$ cat src/rtl/control_fsm.sv
// Multicycle RISC-V control unit: FETCH/DECODE/EXECUTE/MEMORY/WRITEBACK sequencer with a latched control word.
// Latency: bne 3, R/I 4, sb 4, lb 5, illegal 2 cycles; each memory not-ready cycle adds one.
// Backpressure: stalls in FETCH/MEMORY until memReady; abandons the instruction and sets fault after TIMEOUT not-ready cycles.
//
// Ports:
//   clock, reset          : single clock, synchronous active-high reset
//   opcode                : instruction-register opcode, sampled only in DECODE
//   memReady              : memory completes the current access this cycle
//   fetch, irWrite        : instruction-memory request / IR load (FETCH)
//   branch                : bne compare/select (EXECUTE only)
//   memRead, memWrite     : data-memory strobes (MEMORY only)
//   memtoReg, aluOp, aluSrc : datapath selects, held EXECUTE..end of instruction
//   regWrite              : register-file write (WRITEBACK only)
//   illegal, retire       : unrecognised-opcode pulse / instruction-complete pulse
//   fault, instrCount     : sticky timeout flag / retired-instruction count
module control_fsm #(
    parameter int OPCODE_W = 7,
    parameter int ALUOP_W  = 2,
    parameter int TIMEOUT  = 15,
    parameter int CNT_W    = 16
) (
    input  logic                clock,
    input  logic                reset,
    input  logic [OPCODE_W-1:0] opcode,
    input  logic                memReady,
    output logic                fetch,
    output logic                irWrite,
    output logic                branch,
    output logic                memRead,
    output logic                memWrite,
    output logic                memtoReg,
    output logic [ALUOP_W-1:0]  aluOp,
    output logic                aluSrc,
    output logic                regWrite,
    output logic                illegal,
    output logic                retire,
    output logic                fault,
    output logic [CNT_W-1:0]    instrCount
);

    localparam logic [2:0] FETCH     = 3'd0;
    localparam logic [2:0] DECODE    = 3'd1;
    localparam logic [2:0] EXECUTE   = 3'd2;
    localparam logic [2:0] MEMORY    = 3'd3;
    localparam logic [2:0] WRITEBACK = 3'd4;

    localparam logic [OPCODE_W-1:0] OP_LB  = OPCODE_W'(7'b0000011);
    localparam logic [OPCODE_W-1:0] OP_IMM = OPCODE_W'(7'b0010011);
    localparam logic [OPCODE_W-1:0] OP_SB  = OPCODE_W'(7'b0100011);
    localparam logic [OPCODE_W-1:0] OP_R   = OPCODE_W'(7'b0110011);
    localparam logic [OPCODE_W-1:0] OP_BNE = OPCODE_W'(7'b1100011);

    // The counter only has to reach TIMEOUT-1 before the abandon fires.
    localparam int               WAIT_W     = (TIMEOUT > 1) ? $clog2(TIMEOUT) : 1;
    localparam bit               TIMEOUT_EN = (TIMEOUT > 0);
    localparam logic [WAIT_W-1:0] WAIT_LIMIT = WAIT_W'((TIMEOUT > 0) ? TIMEOUT - 1 : 0);

    typedef struct packed {
        logic               branch;
        logic               memRead;
        logic               memtoReg;
        logic [ALUOP_W-1:0] aluOp;
        logic               memWrite;
        logic               aluSrc;
        logic               regWrite;
    } ctrlWord_t;

    logic [2:0]        state;
    logic [2:0]        nextState;
    ctrlWord_t         word;
    ctrlWord_t         decoded;
    logic              legal;
    logic [WAIT_W-1:0] waitCnt;
    logic [WAIT_W-1:0] nextWait;
    logic              waiting;
    logic              timeoutHit;
    logic              retireInt;
    logic              faultQ;
    logic [CNT_W-1:0]  countQ;
    logic              active;
    logic              holdPhase;

    // Opcode decode; only captured on the DECODE edge.
    always_comb begin
        decoded = '0;
        legal   = 1'b1;
        case (opcode)
            OP_LB: begin
                decoded.memRead  = 1'b1;
                decoded.memtoReg = 1'b1;
                decoded.aluOp    = ALUOP_W'(2'b00);
                decoded.aluSrc   = 1'b1;
                decoded.regWrite = 1'b1;
            end
            OP_IMM: begin
                decoded.aluOp    = ALUOP_W'(2'b10);
                decoded.aluSrc   = 1'b1;
                decoded.regWrite = 1'b1;
            end
            OP_SB: begin
                decoded.aluOp    = ALUOP_W'(2'b00);
                decoded.memWrite = 1'b1;
                decoded.aluSrc   = 1'b1;
            end
            OP_R: begin
                decoded.aluOp    = ALUOP_W'(2'b10);
                decoded.regWrite = 1'b1;
            end
            OP_BNE: begin
                decoded.branch   = 1'b1;
                decoded.aluOp    = ALUOP_W'(2'b01);
            end
            default: legal = 1'b0;
        endcase
    end

    assign waiting    = ((state == FETCH) || (state == MEMORY)) && !memReady;
    assign timeoutHit = TIMEOUT_EN && waiting && (waitCnt == WAIT_LIMIT);

    // The wait counter defaults to zero so every state transition clears it;
    // it only accumulates while a FETCH/MEMORY access is stalled.
    always_comb begin
        nextState = state;
        nextWait  = '0;
        case (state)
            FETCH: begin
                if (memReady) begin
                    nextState = DECODE;
                end else if (timeoutHit) begin
                    nextState = FETCH;
                end else if (TIMEOUT_EN) begin
                    nextWait = waitCnt + WAIT_W'(1);
                end
            end
            DECODE: begin
                nextState = legal ? EXECUTE : FETCH;
            end
            EXECUTE: begin
                if (word.branch) begin
                    nextState = FETCH;
                end else if (word.memRead || word.memWrite) begin
                    nextState = MEMORY;
                end else begin
                    nextState = WRITEBACK;
                end
            end
            MEMORY: begin
                if (memReady) begin
                    nextState = word.memWrite ? FETCH : WRITEBACK;
                end else if (timeoutHit) begin
                    nextState = FETCH;
                end else if (TIMEOUT_EN) begin
                    nextWait = waitCnt + WAIT_W'(1);
                end
            end
            WRITEBACK: begin
                nextState = FETCH;
            end
            default: begin
                nextState = FETCH;
            end
        endcase
    end

    // Final cycle of each legal instruction: bne EXECUTE, sb MEMORY on ready, or WRITEBACK.
    assign retireInt = ((state == EXECUTE) && word.branch) ||
                       ((state == MEMORY) && memReady && word.memWrite) ||
                       (state == WRITEBACK);

    always_ff @(posedge clock) begin
        if (reset) begin
            state   <= FETCH;
            word    <= '0;
            waitCnt <= '0;
            faultQ  <= 1'b0;
            countQ  <= '0;
        end else begin
            state   <= nextState;
            waitCnt <= nextWait;
            if (state == DECODE) begin
                word <= decoded;
            end
            if (timeoutHit) begin
                faultQ <= 1'b1;
            end
            if (retireInt) begin
                countQ <= countQ + CNT_W'(1);
            end
        end
    end

    // Every output, including the registered status, reads as 0 while reset is held.
    assign active    = !reset;
    assign holdPhase = (state == EXECUTE) || (state == MEMORY) || (state == WRITEBACK);

    assign fetch      = active && (state == FETCH);
    assign irWrite    = active && (state == FETCH) && memReady;
    assign branch     = active && (state == EXECUTE) && word.branch;
    assign memRead    = active && (state == MEMORY) && word.memRead;
    assign memWrite   = active && (state == MEMORY) && word.memWrite;
    assign memtoReg   = active && holdPhase && word.memtoReg;
    assign aluOp      = (active && holdPhase) ? word.aluOp : '0;
    assign aluSrc     = active && holdPhase && word.aluSrc;
    assign regWrite   = active && (state == WRITEBACK) && word.regWrite;
    assign illegal    = active && (state == DECODE) && !legal;
    assign retire     = active && retireInt;
    assign fault      = active && faultQ;
    assign instrCount = active ? countQ : '0;

endmodule

$ cat config.mk
export PLATFORM = sky130hd
export DESIGN_NAME = control_fsm
export DESIGN_NICKNAME = d
export VERILOG_FILES = /design/src/rtl/control_fsm.sv
export SDC_FILE = /design/constraint.sdc
export NUM_CORES = 1
export LEC_CHECK = 0
export CORE_MARGIN = 10
export CORE_UTILIZATION = 40
export CTS_BUF_LIST = sky130_fd_sc_hd__clkbuf_8
export DETAILED_ROUTE_END_ITERATION = 7
export GPL_ROUTABILITY_DRIVEN = 0
export PLACE_DENSITY = 0.66
export SYNTH_ARGS = -nofsm -noshare
export SYNTH_HDL_FRONTEND = slang
export SYNTH_SLANG_ARGS = --single-unit
$ cat constraint.sdc
create_clock -name clock -period 2.6 [get_ports clock]
set_input_delay 0.52 -clock clock [delete_from_list [all_inputs] [get_ports clock]]
set_output_delay 0.52 -clock clock [all_outputs]
set_load 0.005 [all_outputs]
==> flow_summary.toml, run 1 <==
[clock_network]
cts_resized = 0
postCtsSetupRepairBufs = 0
postCtsHoldBufs = 0
clkTransAtPathRegs_ns = 0.06
clk_latency_ns = 0.28
clk_path_buf_depth = 2
clock_sinks = 30
htree_num_levels = 2
cts_tree = "built"
cts_root_buffer = "clkbuf_8"
cts_buffers = 5

[critical_path]
crit_path_cell_trace = "clkdlybuf4s50_1, buf_4, buf_4, nor2b_1, clkdlybuf4s50_1"
crit_type = "input port to primary output"
reg2reg_depth = 5
critPathArrivalTime_ns = 2.01
crit_path_top_delay_cell = "clkdlybuf4s50_1"
r2r_setup_slack_ns = 0.63
crit_buf_inv = 4
crit_required_ns = 2.08
endpoint_kind = "primary output"
reg2reg_to = "countQ[11]$_SDFFE_PP0N_"
cp_max_fo = 10
slowest_delay_ns = 0.54
startpoint_type = "input port"
critPathTopFamily = "buffers and inverters"
reg2reg_from = "state[0]$_SDFF_PP0_"

[synth]
ys_warn_count = 0
yosysSeqAreaShare_pct = 35.7
synth_edf_count = 0
syn-num-nets = 208
avgSynthCellArea_sq_um = 8.64
yosys_register_bits = 30
synth_async_sr_flop_share_pct = 0
synth.distinct_cells = 42
syn-instance-count = 195
synth_ff_type = "dfxtp_1"
syn_area_sq_um = 1680

[worst_hold_path]
min_path_type = "register to register"
hold-path-cell-count = 1
worstHoldEndpoint = "waitCnt[0]$_SDFF_PP0_"
min_from = "waitCnt[0]$_SDFF_PP0_"

[floorplanning]
core_area_sq_um = 4030
rows = 23
fp.dieH_microns = 84.9
start_util_pct = 41.8
dieArea_sq_um = 7210
ios = 39
die_w_microns = 84.9

[detailed_routing]
drtAntennaViolNets = 0
vias_per_cell = 5.15
drtIter0Drc = 100
route.vias.total = 1503
wirelength_microns = 3900
drc = 0
routedWlPerCell_microns = 13.4
dr.pass1.iters = 4

[place]
dpl.cell_count = 284
numPortBuffers = 38
dp_hpwl_microns = 2920
placed_area_sq_um = 2150

[timing]
min_period_ns = 2.53
setup_viol = 0
max_freq_mhz = 395
rsz0062_at_grt = "false"
slew_headroom_pct = 70.1
min_period_over_period_pct = 97.4
final_hold_viol_count = 0
fin_skew_ns = 0.00636
setup_tns_ns = 0
tightestPinTransition_ns = 0.448
drv_slew = 0

[global_route]
grt_overflow = 0
grt_usage_pct = 11.3
antenna_found_initial = 0
grt_pass1_wl_microns = 6980
grt_pass1_vias = 1503
grt_max_degree = 22

[finish]
nets = 254
stdcell_area_sq_um = 2260
post-route-util_pct = 56.0
final_cells = 292
drive_above_1_share_pct = 15.7
mostFrequentLayoutCells = "clkdlybuf4s50_1, nor2_1, dfxtp_1"
area_growth_pct = 34.0
fill_cells = 398
layout.cells.most_common = "clkdlybuf4s50_1"
num_antenna_cells = 0

[power]
vdd_drop_max_mv = 0.268
p_leak_nw = 0.871
power.density_nw_per_um2 = 410

[outcome]
run_status = "finished, final reports clean"

[run]
maxCapViolCount = 0
-- layer usage --
metal / up-vias / wire length [microns] / track usage, %
li1: 774 / - / -
met1: 681 / 1750 / 13.2
met2: 42 / 1810 / 18.1
met3: 6 / 308 / 5.45
met4: 0 / 39 / 3.14
met5: - / 0 / 0
-- flip-flops by register name, summed over array words and instances, names as in the netlist --
signal / cells
state: 3
countQ: 16
waitCnt: 4
word: 6
faultQ: 1
-- worst max-delay path by stage --
| stage | from | endpoint | slack, ns | cells past startpoint |
|---|---|---|---|---|
| 2_1_floorplan | reset | retire | 0.62 | 4 |
| 3_3_place_gp | reset | regWrite | 0.04 | 5 |
| 3_5_place_dp | reset | regWrite | 0.01 | 5 |
| 4_1_cts | reset | regWrite | 0.003 | 5 |
| 5_1_grt | state[0]$_SDFF_PP0_ | illegal | 0.009 | 3 |
| 6_report | reset | instrCount[5] | 0.07 | 5 |
-- cell usage after synthesis, drive strengths merged, types with 2 or more instances --
| cell | count | area [sq um] |
|---|---|---|
| o21ai | 5 | 25.0 |
| a21oi | 8 | 40.0 |
| buf | 7 | 47.6 |
| nor2b | 19 | 119 |
| nand4 | 3 | 18.8 |
| nor2 | 33 | 124 |
| a22oi | 5 | 37.5 |
| and4 | 2 | 17.5 |
| dfxtp | 30 | 601 |
| xor2 | 2 | 17.5 |
| nand2b | 2 | 12.5 |
| nor3b | 4 | 45.1 |
| nor4 | 2 | 12.5 |
| nor4b | 2 | 17.5 |
| nor3 | 8 | 65.1 |
| inv | 3 | 11.3 |
| nand3 | 8 | 40.0 |
| clkbuf | 3 | 11.3 |
| and2 | 6 | 37.5 |
| or3 | 3 | 18.8 |
| and3 | 5 | 31.3 |
| or4 | 2 | 15.0 |
| nand2 | 10 | 37.5 |
| ha | 3 | 37.5 |
| mux2 | 9 | 128 |
-- cells by family (layout without fill, tap and decap cells) --
logic type	Yosys count	count (layout)	synth area share, %
and+or+nand+nor	113	113	39.1
DFF	30	30	35.7
AOI/OAI and AO/OA	23	23	9.14
buffers and inverters	13	60	4.16
muxes	10	10	8.17
adders and majority gates	3	3	2.23
xor gates and xnor gates	3	3	1.56
-- final cells by class --
class	count	area [sq um]	share of cell area (%)
Multi-Input combinational cell	152	1020	45.3
Sequential cell	30	601	26.6
Timing Repair Buffer	49	468	20.7
Clock buffer	6	82.6	3.66
Tap cell	50	62.6	2.77
Inverter	3	11.3	0.499
Clock inverter	2	8.76	0.388
-- report_power, final --
group / leakage (nW) / internal [mW] / switching (mW)
logic: 0.577 / 0.0358 / 0.0334
clock network: 0.0524 / 0.209 / 0.180
registers: 0.242 / 0.462 / 0.00489
-- stage by stage --
step                      total power [mW]  hold WS [ns]  setup WS, ns
after global placement               0.546         0.445        0.0368
final                                0.926         0.470        0.0688
after detailed placement             0.546         0.454        0.0135
after floorplan                      0.509         0.429         0.624
after CTS                            0.931         0.469       0.00300
after global routing                 0.959         0.493       0.00877
Note: power is estimated with default switching activity, not from simulation.
==> run 2, diff against run 1 <==
PLACE_DENSITY = 0.72   (was 0.66)
==> flow_summary.toml, run 2 (same netlist as run 1, synthesis figures left out) <==
[place]
numPortBuffers = 38
dpl.cell_count = 283
dp_hpwl_microns = 2930
dp_slack_ns = 0.0448
placed_area_sq_um = 2140

[critical_path]
reg2reg_to = "countQ[11]$_SDFFE_PP0N_"
r2r_setup_slack_ns = 0.72
crit_required_ns = 2.08
slowest_delay_ns = 0.52
reg2reg_depth = 5
cp_max_fo = 2
crit_path_cell_trace = "clkdlybuf4s50_1, and4b_4, a211oi_4, nor2_1, clkdlybuf4s50_1"
cp_common_cell = "clkdlybuf4s50_1"
crit_path_top_delay_cell = "clkdlybuf4s50_1"
endpoint_kind = "primary output"
startpoint_type = "input port"
critPathArrivalTime_ns = 1.94
reg2reg_from = "state[1]$_SDFF_PP0_"
crit_type = "input port to primary output"

[power]
p_leak_nw = 0.842
power_mw = 0.927
p_seq_share_pct = 50.4
vdd_drop_max_mv = 0.216
p_sw_share_pct = 23.4
p_sw_mw = 0.217
internal_power_mw = 0.710
combinationalPowerShare_pct = 7.2
power.density_nw_per_um2 = 411
clockPowerShare_pct = 42.3

[finish]
top_register = "countQ"
largest_register_ffs = 16
area_growth_pct = 33.9
num_antenna_cells = 0
final_cells = 291
mostFrequentLayoutCells = "clkdlybuf4s50_1, nor2_1, dfxtp_1"
drive_above_1_share_pct = 16.2
stdcell_area_sq_um = 2250
post-route-util_pct = 56.0
layout.cells.most_common = "clkdlybuf4s50_1"
reg_top3 = "countQ (16), word (6), waitCnt (4)"
fill_cells = 391
nets = 253

[clock_network]
htree_num_levels = 2
clock_sinks = 30
postCtsSetupRepairBufs = 0
postCtsHoldBufs = 0
cts_tree = "built"
cts_root_buffer = "clkbuf_8"
clkTransAtPathRegs_ns = 0.07
clk_latency_ns = 0.28
clk_path_buf_depth = 2
cts_buffers = 5

[timing]
drv_slew = 0
worst_slack_ns = 0.140
min_period_over_period_pct = 94.6
rsz0062_at_grt = "false"
max_freq_mhz = 406
holdWs_ns = 0.473
setup_tns_ns = 0
final_hold_viol_count = 0
tightestPinTransition_ns = 0.374
slew_headroom_pct = 74.8
fin_skew_ns = 0.00467
setup_viol = 0
min_period_ns = 2.46

[detailed_routing]
drtAntennaViolNets = 0
routedWlPerCell_microns = 13.1
wirelength_microns = 3810
vias_per_cell = 5.07
drtIter0Drc = 47
drc = 0
dr.pass1.iters = 4
route.vias.total = 1475

[global_route]
grt_pass1_vias = 1459
met3_usage_pct = 5.54
met2_usage_pct = 17.3
globalRoute.busiestLayer = "met2"
antenna_found_initial = 0
grt_usage_pct = 10.9
grt_max_degree = 23
grt_pass1_wl_microns = 6600
grt_overflow = 0
grt_use_met1_pct = 11.9

[floorplanning]
die_w_microns = 84.9
core_area_sq_um = 4030
rows = 23
ios = 39
start_util_pct = 41.8
fp.dieH_microns = 84.9
dieArea_sq_um = 7210

[run]
maxCapViolCount = 0

[worst_hold_path]
worstHoldEndpoint = "faultQ$_SDFFE_PP0P_"
min_path_type = "register to register"
hold-path-cell-count = 2
min_from = "faultQ$_SDFFE_PP0P_"

[outcome]
run_status = "finished, final reports clean"
==> run 2: cell count changes in the layout (fill, tap and decap cells not counted), sizes merged <==
cell / change
clkinvlp: +1
dlymetal6s2s: -1
inv: -1
buf: -1
clkdlybuf4s50: +1
==> run 2: critical path, delay by kind of cell <==
kind,cells,cell delay (ns)
AO/OA/AOI/OAI,1,0.06
buffers and inverters,2,1.02
AND/OR/NAND/NOR,2,0.35
==> run 2: worst max-delay path by stage <==
| stage | from | to | slack (ns) | depth (start not counted) |
|---|---|---|---|---|
| 2_1_floorplan | reset | retire | 0.62 | 4 |
| 3_3_place_gp | reset | fetch | 0.05 | 5 |
| 3_5_place_dp | reset | memtoReg | 0.04 | 4 |
| 4_1_cts | state[0]$_SDFF_PP0_ | memtoReg | 0.01 | 5 |
| 5_1_grt | memReady | retire | 0.06 | 5 |
| 6_report | memReady | retire | 0.14 | 5 |
==> run 2: repair_timing <==
action | in CTS | in global routing
gates resized for setup | 0 | 6
endpoints found under the setup margin | 0 | 16
endpoints found under the hold margin | 0 | 0
==> run 2: layout make-up <==
class / count / area (sq um) / area share (%)
clock buffers: 6 / 82.6 / 3.66
inverters: 3 / 11.3 / 0.499
well taps: 50 / 62.6 / 2.77
multi-input cells: 152 / 1020 / 45.3
clock inverters: 2 / 12.5 / 0.555
flip-flops and latches: 30 / 602 / 26.7
repair buffers: 48 / 462 / 20.5
==> run 2: power by group through the flow <==
stage	Combinational [mW]	Clock [mW]	Sequential [mW]
final	0.0671	0.392	0.467
after global routing	0.0752	0.421	0.468
after CTS	0.0667	0.405	0.467
after detailed placement	0.0662	0	0.477
after global placement	0.0660	0	0.477
after floorplan	0.0344	0	0.474
==> run 2: metal layers <==
layer  up-vias  routed length [microns]
li1        772                        -
met1       657                     1630
met2        38                     1750
met3         8                      364
met4         0                       62
met5         -                        0
==> run 3, diff against run 2 <==
GPL_TIMING_DRIVEN = 0   (was default)
PLACE_DENSITY = 0.75   (was 0.72)
clock period = 2 ns   (was 2.6 ns; I/O delays follow)
==> flow_summary.toml, run 3 (same netlist as run 1, synthesis figures left out) <==
[critical_path]
cp_max_fo = 8
endpoint_kind = "primary output"
r2r_setup_slack_ns = 0.18
startpoint_type = "register"
crit_required_ns = 1.60
crit_type = "register to primary output"
critPathArrivalTime_ns = 1.51

[detailed_routing]
vias_per_cell = 5.16
routedWlPerCell_microns = 13.9
dr.pass1.iters = 4
drc = 0
route.vias.total = 1548
wirelength_microns = 4160
drtIter0Drc = 58
drtAntennaViolNets = 0

[finish]
area_growth_pct = 38.4
reg_top3 = "countQ (16), word (6), waitCnt (4)"
fill_cells = 376
nets = 262
largest_register_ffs = 16
mostFrequentLayoutCells = "nor2_1, dfxtp_1, clkdlybuf4s50_1"
top_register = "countQ"
stdcell_area_sq_um = 2330
post-route-util_pct = 57.9
drive_above_1_share_pct = 23.6
layout.cells.most_common = "nor2_1"
num_antenna_cells = 0
final_cells = 300

[global_route]
grt_overflow = 0
grt_pass1_vias = 1495
grt_pass1_wl_microns = 6860
grt_usage_pct = 11.4
grt_max_degree = 11
antenna_found_initial = 0

[timing]
holdWs_ns = 0.465
final_hold_viol_count = 0
max_freq_mhz = 524
fin_skew_ns = 0.00641
setup_viol = 0
slew_headroom_pct = 70.0
drv_slew = 0
min_period_ns = 1.91
tightestPinTransition_ns = 0.446
setup_tns_ns = 0
min_period_over_period_pct = 95.4

[floorplanning]
die_w_microns = 84.9
fp.dieH_microns = 84.9
dieArea_sq_um = 7210
ios = 39
core_area_sq_um = 4030
rows = 23
start_util_pct = 41.8

[outcome]
run_status = "finished, final reports clean"

[worst_hold_path]
min_path_type = "register to register"

[clock_network]
cts_tree = "built"
clk_latency_ns = 0.29
clock_sinks = 30
clk_path_buf_depth = 2
clkTransAtPathRegs_ns = 0.06
cts_buffers = 5
htree_num_levels = 2
cts_root_buffer = "clkbuf_8"

[power]
p_sw_share_pct = 24.4
combinationalPowerShare_pct = 8.1
vdd_drop_max_mv = 0.521
p_sw_mw = 0.295
p_leak_nw = 0.933
power.density_nw_per_um2 = 520
internal_power_mw = 0.916
p_seq_share_pct = 49.6
clockPowerShare_pct = 42.3

[place]
dpl.cell_count = 282
placed_area_sq_um = 2120
dp_hpwl_microns = 2900
numPortBuffers = 37

[run]
maxCapViolCount = 0
run 3: per-stage QoR:
| stage | total power [mW] | setup slack (ns) |
|---|---|---|
| floorplan | 0.661 | 0.264 |
| global placement | 0.698 | -0.582 |
| detailed placement | 0.698 | -0.583 |
| CTS | 1.21 | 0.00384 |
| global route | 1.26 | -0.00147 |
| finish | 1.21 | 0.0915 |
run 3: metal layers:
metal	part of all wire [%]	vias to the layer above	GRT usage, %	wire (microns)
met5	0	-	0	0
met4	1.9	0	4.19	78
met3	9.6	9	6.12	399
met2	47	49	18.5	1960
met1	41	695	12.4	1730
li1	-	795	-	-
run 3: what timing repair did:
item                                    4_1_cts  5_1_grt
endpoints found under the setup margin       18        5
pin swaps                                     2        4
setup buffers                                 5        5
hold buffers                                  0        0
resized for setup                            37       11
run 3: layout make-up:
| class | instances | area (sq um) | share of cell area (%) |
|---|---|---|---|
| buffer | 10 | 72.6 | 3.11 |
| clock buffer | 6 | 82.6 | 3.54 |
| clock inverter | 2 | 8.76 | 0.376 |
| inverter | 3 | 11.3 | 0.483 |
| multi-input combinational | 152 | 1070 | 45.9 |
| sequential | 30 | 609 | 26.1 |
| tap | 50 | 62.6 | 2.68 |
| timing repair buffer | 47 | 414 | 17.8 |
run 3: power groups by stage:
stage / Clock, mW / Combinational (mW) / Sequential, mW
5_1_grt: 0.548 / 0.109 / 0.601
3_5_place_dp: 0 / 0.0814 / 0.617
6_report: 0.513 / 0.0975 / 0.601
2_1_floorplan: 0 / 0.0447 / 0.616
3_3_place_gp: 0 / 0.0810 / 0.617
4_1_cts: 0.517 / 0.0879 / 0.601
run 3: worst paths after layout:
path                              start                       to  cells after the start
setup / recovery    state[0]$_SDFF_PP0_                 memtoReg                      6
hold / removal    waitCnt[0]$_SDFF_PP0_    waitCnt[0]$_SDFF_PP0_                      1
setup reg to reg    state[0]$_SDFF_PP0_  countQ[11]$_SDFFE_PP0N_                      7
hold reg to reg   waitCnt[0]$_SDFF_PP0_    waitCnt[0]$_SDFF_PP0_                      1
run 3: critical path, stage by stage (launching register included):
cell and delay (ns):
dfxtp_2 0.32, buf_6 0.13, nor2_4 0.14, nand2_4 0.08, a21oi_4 0.16, and2_1 0.14, dlygate4sd2_1 0.23
